[config.mk]
export PLATFORM = sky130hd
export DESIGN_NAME = morse_key_decoder
export DESIGN_NICKNAME = d
export VERILOG_FILES = /design/src/rtl/morse_key_decoder.sv
export SDC_FILE = /design/constraint.sdc
export NUM_CORES = 1
export LEC_CHECK = 0
export ABC_CLOCK_PERIOD_IN_PS = 6900
export BUFFER_PORTS_ARGS = -buffer_cell sky130_fd_sc_hd__buf_2
export CORE_MARGIN = 8
export CORE_UTILIZATION = 50
export DETAILED_ROUTE_END_ITERATION = 10
export GPL_TIMING_DRIVEN = 0
export PLACE_DENSITY = 0.67
export SYNTH_ARGS = -nofsm -noshare
export SYNTH_HDL_FRONTEND = slang
export SYNTH_SLANG_ARGS = --single-unit
export TNS_END_PERCENT = 50
[constraint.sdc]
create_clock -name clk_i -period 6.9 [get_ports clk_i]
set_input_delay 0.69 -clock clk_i [delete_from_list [all_inputs] [get_ports clk_i]]
set_output_delay 0.69 -clock clk_i [all_outputs]
set_load 0.02 [all_outputs]
[src/rtl/morse_key_decoder.sv]
// rtl/morse_key_decoder.sv - hand-keyed Morse to uppercase ASCII decoder
//
// Purpose:
//   Times marks and spaces of a raw Morse key against a programmable dit
//   unit, classifies each mark as dot or dash, and looks the completed
//   symbol up in an A-Z / 0-9 table. Each decoded character is presented on
//   a valid/ready interface feeding the UART transmitter.
//
// Optional feature (macro WORD_GAP_EN):
//   When defined, a silence of 7 units after the last mark emits 0x20.
//   When undefined there is no word-gap state and a space is never emitted.
//
// Ports:
//   clk_i      in   1          system clock
//   reset_i    in   1          synchronous, active-low reset
//   key_i      in   1          raw key, 1 = key down (mark); asynchronous
//   ready_i    in   1          downstream accepts data_o when high with valid_o
//   data_o     out  WORD_BITS  decoded ASCII character
//   valid_o    out  1          data_o holds an unconsumed character
//   busy_o     out  1          decoder is inside a character
//   error_o    out  1          1-cycle pulse: symbol undecodable or too long
//   overrun_o  out  1          sticky: character dropped while valid_o was high

module morse_key_decoder #(
  parameter int UNIT_TICKS = 6_000_000,
  parameter int WORD_BITS  = 8,
  parameter int MAX_SYMS   = 6
) (
  input  logic                 clk_i,
  input  logic                 reset_i,
  input  logic                 key_i,
  input  logic                 ready_i,
  output logic [WORD_BITS-1:0] data_o,
  output logic                 valid_o,
  output logic                 busy_o,
  output logic                 error_o,
  output logic                 overrun_o
);

  localparam int              TICK_W    = (UNIT_TICKS > 1) ? $clog2(UNIT_TICKS) : 1;
  localparam logic [TICK_W-1:0] TICK_LAST = TICK_W'(UNIT_TICKS - 1);
  localparam logic [2:0]      SYM_MAX   = 3'(MAX_SYMS);

  localparam logic [2:0] IDLE  = 3'd0;
  localparam logic [2:0] MARK  = 3'd1;
  localparam logic [2:0] SPACE = 3'd2;
  localparam logic [2:0] EMIT  = 3'd3;
`ifdef WORD_GAP_EN
  localparam logic [2:0] WGAP  = 3'd4;
`endif

  // Key synchronizer plus one history stage for edge detection.
  logic key_meta;
  logic key_sync;
  logic key_prev;
  logic key_rise;
  logic key_fall;
  logic key_edge;

  always_ff @(posedge clk_i) begin
    if (!reset_i) begin
      key_meta <= 1'b0;
      key_sync <= 1'b0;
      key_prev <= 1'b0;
    end else begin
      key_meta <= key_i;
      key_sync <= key_meta;
      key_prev <= key_sync;
    end
  end

  assign key_rise = key_sync & ~key_prev;
  assign key_fall = ~key_sync & key_prev;
  assign key_edge = key_rise | key_fall;

  // Unit timing. The edge cycle itself is tick 0 of the new interval, so a
  // mark or space of N whole units reads exactly N on the closing edge.
  logic [TICK_W-1:0] tick_cnt;
  logic [3:0]        unit_cnt;
  logic [TICK_W-1:0] tick_base;
  logic [3:0]        unit_base;

  assign tick_base = key_edge ? '0 : tick_cnt;
  assign unit_base = key_edge ? 4'd0 : unit_cnt;

  always_ff @(posedge clk_i) begin
    if (!reset_i) begin
      tick_cnt <= '0;
      unit_cnt <= 4'd0;
    end else if (tick_base == TICK_LAST) begin
      tick_cnt <= '0;
      unit_cnt <= (unit_base == 4'd15) ? unit_base : unit_base + 4'd1;
    end else begin
      tick_cnt <= tick_base + TICK_W'(1);
      unit_cnt <= unit_base;
    end
  end

  // Symbol table keyed on {count, pattern}; first element sits in the
  // highest used pattern bit, dot = 0, dash = 1. Bit 8 of the result = hit.
  function automatic logic [8:0] morse_lookup(input logic [2:0] cnt,
                                              input logic [5:0] pat);
    logic [8:0] res;
    res = 9'h000;
    case ({cnt, pat})
      9'b001_000000: res = {1'b1, 8'h45}; // E
      9'b001_000001: res = {1'b1, 8'h54}; // T
      9'b010_000000: res = {1'b1, 8'h49}; // I
      9'b010_000001: res = {1'b1, 8'h41}; // A
      9'b010_000010: res = {1'b1, 8'h4E}; // N
      9'b010_000011: res = {1'b1, 8'h4D}; // M
      9'b011_000000: res = {1'b1, 8'h53}; // S
      9'b011_000001: res = {1'b1, 8'h55}; // U
      9'b011_000010: res = {1'b1, 8'h52}; // R
      9'b011_000011: res = {1'b1, 8'h57}; // W
      9'b011_000100: res = {1'b1, 8'h44}; // D
      9'b011_000101: res = {1'b1, 8'h4B}; // K
      9'b011_000110: res = {1'b1, 8'h47}; // G
      9'b011_000111: res = {1'b1, 8'h4F}; // O
      9'b100_000000: res = {1'b1, 8'h48}; // H
      9'b100_000001: res = {1'b1, 8'h56}; // V
      9'b100_000010: res = {1'b1, 8'h46}; // F
      9'b100_000100: res = {1'b1, 8'h4C}; // L
      9'b100_000110: res = {1'b1, 8'h50}; // P
      9'b100_000111: res = {1'b1, 8'h4A}; // J
      9'b100_001000: res = {1'b1, 8'h42}; // B
      9'b100_001001: res = {1'b1, 8'h58}; // X
      9'b100_001010: res = {1'b1, 8'h43}; // C
      9'b100_001011: res = {1'b1, 8'h59}; // Y
      9'b100_001100: res = {1'b1, 8'h5A}; // Z
      9'b100_001101: res = {1'b1, 8'h51}; // Q
      9'b101_000000: res = {1'b1, 8'h35}; // 5
      9'b101_000001: res = {1'b1, 8'h34}; // 4
      9'b101_000011: res = {1'b1, 8'h33}; // 3
      9'b101_000111: res = {1'b1, 8'h32}; // 2
      9'b101_001111: res = {1'b1, 8'h31}; // 1
      9'b101_010000: res = {1'b1, 8'h36}; // 6
      9'b101_011000: res = {1'b1, 8'h37}; // 7
      9'b101_011100: res = {1'b1, 8'h38}; // 8
      9'b101_011110: res = {1'b1, 8'h39}; // 9
      9'b101_011111: res = {1'b1, 8'h30}; // 0
      default:       res = 9'h000;
    endcase
    return res;
  endfunction

  logic [2:0]          state;
  logic [MAX_SYMS-1:0] pattern;
  logic [2:0]          sym_cnt;
  logic                ovf;
  logic [8:0]          lookup;
  logic                load_req;
  logic [7:0]          load_char;
  logic                err_req;

  assign lookup = morse_lookup(sym_cnt, pattern);
  assign busy_o = (state != IDLE);

  // Character delivery requests for this cycle; at most one of load/err.
  always_comb begin
    load_req  = 1'b0;
    load_char = 8'h00;
    err_req   = 1'b0;
    if (state == EMIT) begin
      if (lookup[8] && !ovf) begin
        load_req  = 1'b1;
        load_char = lookup[7:0];
      end else begin
        err_req = 1'b1;
      end
    end
`ifdef WORD_GAP_EN
    if (state == WGAP && unit_cnt >= 4'd7) begin
      load_req  = 1'b1;
      load_char = 8'h20;
    end
`endif
  end

  // Sequencer. A rise that lands on the same cycle the space expires is
  // not lost: EMIT (and the word-gap exit) see the key already down and
  // start the next character directly, timing from that rise.
  always_ff @(posedge clk_i) begin
    if (!reset_i) begin
      state   <= IDLE;
      pattern <= '0;
      sym_cnt <= 3'd0;
      ovf     <= 1'b0;
    end else begin
      case (state)
        IDLE: begin
          if (key_rise) begin
            state   <= MARK;
            pattern <= '0;
            sym_cnt <= 3'd0;
            ovf     <= 1'b0;
          end
        end
        MARK: begin
          if (key_fall) begin
            if (sym_cnt == SYM_MAX) begin
              ovf <= 1'b1;
            end else begin
              pattern <= {pattern[MAX_SYMS-2:0], (unit_cnt >= 4'd2)};
              sym_cnt <= sym_cnt + 3'd1;
            end
            state <= SPACE;
          end
        end
        SPACE: begin
          if (unit_cnt >= 4'd3) begin
            state <= EMIT;
          end else if (key_rise) begin
            state <= MARK;
          end
        end
        EMIT: begin
          if (key_sync) begin
            state   <= MARK;
            pattern <= '0;
            sym_cnt <= 3'd0;
            ovf     <= 1'b0;
          end else begin
`ifdef WORD_GAP_EN
            state <= WGAP;
`else
            state <= IDLE;
`endif
          end
        end
`ifdef WORD_GAP_EN
        WGAP: begin
          if (unit_cnt >= 4'd7) begin
            if (key_sync) begin
              state   <= MARK;
              pattern <= '0;
              sym_cnt <= 3'd0;
              ovf     <= 1'b0;
            end else begin
              state <= IDLE;
            end
          end else if (key_rise) begin
            state   <= MARK;
            pattern <= '0;
            sym_cnt <= 3'd0;
            ovf     <= 1'b0;
          end
        end
`endif
        default: state <= IDLE;
      endcase
    end
  end

  // Output register and handshake. A new load wins over the acceptance
  // clear, so back-to-back characters keep valid_o high.
  always_ff @(posedge clk_i) begin
    if (!reset_i) begin
      data_o    <= '0;
      valid_o   <= 1'b0;
      error_o   <= 1'b0;
      overrun_o <= 1'b0;
    end else begin
      error_o <= err_req;
      if (load_req) begin
        if (!valid_o || ready_i) begin
          data_o  <= WORD_BITS'(load_char);
          valid_o <= 1'b1;
        end else begin
          overrun_o <= 1'b1;
        end
      end else if (valid_o && ready_i) begin
        valid_o <= 1'b0;
      end
    end
  end

endmodule

=== After elaboration in Yosys (flattened, before gate mapping) ===
Index checks and enable logic that the tools add are counted.

* Bits in registers: 54
* Bits of input ports: 4
* Output and inout port bits: 12

* Add/subtract/negate cells: 3
* $lt $le $gt $ge: 2
* Equal/unequal tests: 48
* Mux-type cells: 33
* Bitwise gates (word level): 7
* Reductions and logical operators: 16

{| class="wikitable"
|+ Operators with widths
! kind !! number
|-
| one-hot mux 9 bit (36 select lines) || 1
|-
| == test 9 bit, second input constant || 22
|-
| == test 9 x 8 -> 1 bit, second input constant || 12
|-
| 2-to-1 mux 6 bit || 4
|-
| adder 23 x 1 -> 23 bit, second input constant || 1
|-
| == test 23 bit, second input constant || 1
|-
| 2-to-1 mux 23 bit || 1
|-
| 2-to-1 mux 3 bit || 7
|-
| == test 9 x 7 -> 1 bit, second input constant || 2
|-
| one-hot mux 6 bit (3 select lines) || 1
|-
| 2-to-1 mux 8 bit || 2
|-
| 2-to-1 mux 4 bit || 3
|-
| one-hot mux 3 bit (4 select lines) || 1
|-
| 2-to-1 mux 1 bit || 11
|-
| inequality test 2 bit, second input constant || 5
|-
| AND reduction 5 bit || 2
|-
| one-hot mux 3 bit (3 select lines) || 1
|-
| >= comparator 4 x 2 -> 1 bit, second input constant || 2
|-
| AND reduction 2 bit || 4
|-
| == test 3 x 2 -> 1 bit, second input constant || 2
|-
| nonzero test 3 bit || 2
|-
| adder 4 x 1 -> 4 bit, second input constant || 1
|-
| == test 4 bit, second input constant || 1
|-
| NOT 1 bit || 4
|-
| other kinds (13) || 16
|}

=== Longest topological paths before layout ===
* Depth in word-level cells: 7
* Depth in mapped cells: 11
* Gate-level depth less buffers: 9

=== Worst setup path after synthesis ===
Ideal clock, no wire load.

* Path kind: register -> register
* Start: register key_sync
* End: register tick_cnt[18]
* Arrival time: 2.364 ns
* Data required time: 6.772 ns
* Slack: 4.409 ns
* Stages on the path, launching flop included: 12
* Buffers on the path: 2
* Cell sequence: dfxtp_1 inv_1 ha_1 buf_2 clkbuf_1 and2_1 ha_1 nand4_1 nor4_1 and3_1 xnor2_1 nor2_1

* Cells in the longest elaborated chain, start to end: 6
* Elaborated cells between the ends (all ways): 8
* Classes of those cells: 1 x add/sub; 1 x eq/ne; 1 x mux; 4 x bitwise; 1 x reduce/logical

{| class="wikitable"
|+ Ends and longest elaborated chain
! item !! RTL line !! text
|-
| from (decl) || 54 || <nowiki>logic key_sync;</nowiki>
|-
| from (signal assigned) || 67 || <nowiki>key_sync <= key_meta;</nowiki>
|-
| NOT 1 bit || 73 || <nowiki>assign key_fall = ~key_sync & key_prev;</nowiki>
|-
| AND 1 bit || 73 ||
|-
| bitwise OR 1 bit (*) || 74 || <nowiki>assign key_edge = key_rise | key_fall;</nowiki>
|-
| 2-to-1 mux 23 bit (*) || 83 || <nowiki>assign tick_base = key_edge ? '0 : tick_cnt;</nowiki>
|-
| parallel branches: the longest is 2 deep, another holds adder 23 x 1 -> 23 bit || n/a ||
|-
| to (signal assigned) || 94 || <nowiki>tick_cnt <= tick_base + TICK_W'(1);</nowiki>
|-
| to (decl) || 78 || <nowiki>logic [TICK_W-1:0] tick_cnt;</nowiki>
|}

Mark *: on every way between the ends.
A chain may end at the register's enable or synchronous reset.

=== Worst setup path in the final report ===
Same ends and word-level chain as after synthesis.

==> run_results.csv <==
group,metric,value,unit
yosys,synth_warnings,0,
power_and_ir_drop,ir_drop,0.000115,V
clock_tree,post_cts_buffers,0,
worst_setup_path,cp-start-kind,"register",
yosys,yosysSeqAreaShare,33.8,%
sta,tns,0,ps
worst_setup_path,worst-endpoint-required,7080,ps
cells_and_area,drive_gt1_share,11.5,%
grt,grt_max_degree,17,
cells_and_area,layout.nets,418,
yosys,synth_ff_type,"dfxtp_1",
clock_tree,cts_tree,"built",
sta,relSlewSlack,48.7,%
outcome,outcome,"completed",
yosys,async_flop_share,0,%
sta,setup_viol,0,
power_and_ir_drop,p_per_area,162,nW/µm²
sta,slew_violations,0,
sta,min_period_over_period,44.1,%
detailed_routing,avgRoutedWirePerCell,14.7,µm
clock_tree,hold_buffers,0,
placement,place_inst,476,
yosys,syn_inst,384,
sta,worstMarginPinSlew,763,ps
placement,portBuffers,14,
die,die_h,95.2,µm
worst_setup_path,worst-path-max-fanout,10,
cells_and_area,instances_no_fill,484,
power_and_ir_drop,power.total,555,µW
yosys,netlist_area,3140,µm²
detailed_routing,ant_nets,0,
sta,skew,11.9,ps
clock_tree,clock_path_buffers,2,
worst_setup_path,arrival,3230,ps
worst_setup_path,end_kind,"register",
sta,period_minus_slack,3050,ps
clock_tree,post_cts_resize_count,0,
job,drv_cap,0,
clock_tree,cts_root_buffer,"clkbuf_8",
clock_tree,cts_buffers,5,
yosys,postSynthAreaPerCell,8.17,µm²
worst_hold_path,min_path_type,"reg -> reg",
sta,rsz0062_at_grt,"no",
die,rows,29,
cells_and_area,final_cell_area,3420,µm²
die,fp.coreArea,6200,µm²
die,ios,16,
worst_setup_path,r2r_setup_slack,3850,ps
power_and_ir_drop,p_leak,1.27,nW
die,dieArea,9070,µm²
cells_and_area,n_antenna_cell,0,
clock_tree,clk_pin_slew_worst_paths,100,ps
placement,place_hpwl,5250,µm
cells_and_area,area_growth,8.97,%
clock_tree,cts.sinks,53,
detailed_routing,via_per_inst,5.82,
detailed_routing,drt_pass1_iterations,5,
sta,fmax,328,MHz
sta,hold_violations,0,
grt,grt_overflow_total,0,
placement,dpl-instance-area,3310,µm²
grt,grt_pass1_wl,12200,µm
yosys,synth_edf_count,0,
detailed_routing,vias,2818,
yosys,yosysUniqueCellTypes,66,
die,die_x,95.2,µm
die,initial_core_util,50.6,%
detailed_routing,routed_wl,7130,µm
yosys,ys_seq_elements,53,
detailed_routing,post-route-drc-count,0,
grt,grt_pass1_vias,2691,
grt,gr-usage-all-layers,16.5,%
worst_setup_path,worstSetupPathType,"reg -> reg",
clock_tree,htree_levels,2,
grt,antenna_found_initial,0,
detailed_routing,drt-initial-drc-count,165,
clock_tree,clk_latency,310,ps
sta,hold_slack,441,ps
placement,gp_congestion,0.899,
cells in the mapped netlist (11+ instances only):
cell	n	share of area [%]
a21oi_1	16	2.6
clkbuf_1	15	1.8
dfxtp_1	53	34
inv_1	12	1.4
nand2_1	40	4.8
nand3_1	17	2.7
nor2_1	46	5.5
nor3_1	13	2.1
o21ai_0	11	1.8
xor2_1	16	4.5
final timing paths:
check	depth (start not counted)	start	to
min	1	key_meta$_SDFF_PN0_	key_sync$_SDFF_PN0_
min reg2reg	1	key_meta$_SDFF_PN0_	key_sync$_SDFF_PN0_
max	11	key_sync$_SDFF_PN0_	tick_cnt[18]$_SDFF_PP0_
max reg2reg	11	key_sync$_SDFF_PN0_	tick_cnt[18]$_SDFF_PP0_
placed cells by master, fill, tap and decap left out, drive strengths merged, types with 5 or more instances in the layout:
cell type,instances
a21oi,16
and2,8
and3,9
buf,24
clkbuf,22
dfxtp,53
ha,8
inv,12
mux2i,7
nand2,40
nand3,17
nand4,6
nor2,47
nor2b,7
nor3,14
nor4,5
o21ai,11
xnor2,8
xor2,16
layout make-up:
| type | count | area [µm²] |
|---|---|---|
| Tap cell | 77 | 96.3 |
| Timing Repair Buffer | 14 | 70.1 |
| Sequential cell | 53 | 1060 |
| Multi-Input combinational cell | 294 | 1910 |
| Clock inverter | 2 | 38.8 |
| Fill cell | 594 | 2790 |
| Buffer | 26 | 121 |
| Clock buffer | 6 | 72.6 |
| Inverter | 12 | 45.0 |
logic make-up (layout without fill, tap and decap cells):
| family | Yosys count | in the layout | share of synthesized area (%) |
|---|---|---|---|
| buf+inv | 38 | 60 | 5.30 |
| xor+xnor | 24 | 24 | 6.70 |
| mux | 10 | 10 | 3.31 |
| other cells | 1 | 2 | 0.120 |
| compound gates | 64 | 64 | 16.2 |
| fa+ha+maj | 8 | 8 | 3.19 |
| flops | 53 | 53 | 33.8 |
| simple gates | 186 | 186 | 31.4 |
stage by stage:
| stage | utilization, % | setup slack (ps) |
|---|---|---|
| global placement | 53.3 | 3910 |
| global route | 55.1 | 3490 |
| floorplan | - | 4410 |
| detailed placement | 53.3 | 3870 |
| CTS | 55.1 | 3860 |
| finish | 55.1 | 3850 |
layer usage:
metal  share of wire [%]  global-route usage (%)  up-vias
met3                 5.0                    3.07       13
met5                   0                       0        -
li1                    -                       -     1405
met4                 2.3                    6.50        0
met1                  44                    19.6     1314
met2                  48                    28.7       86
sequential cells by signal (all words and copies together) (netlist names):
signal and cells:
state 3, key_prev 1, error_o 1, data_o 7
pattern 6, ovf 1, key_meta 1, key_sync 1
overrun_o 1, tick_cnt 23, unit_cnt 4, sym_cnt 3
valid_o 1
worst max-delay path, cell delays in order, from the launching register on:
cell	delay, ps
dfxtp_1	370
inv_1	70
ha_1	260
buf_2	210
clkbuf_1	330
and2_1	210
ha_1	240
nand4_1	170
nor4_1	620
and3_1	270
xnor2_1	120
nor2_1	50
where the power goes:
part	total, mW	switching [mW]	internal, mW
Sequential	0.311	0.00218	0.309
Combinational	0.0331	0.0221	0.0110
Clock	0.211	0.102	0.109
Total	0.555	0.126	0.429
Power figures use the tool's default switching activity.
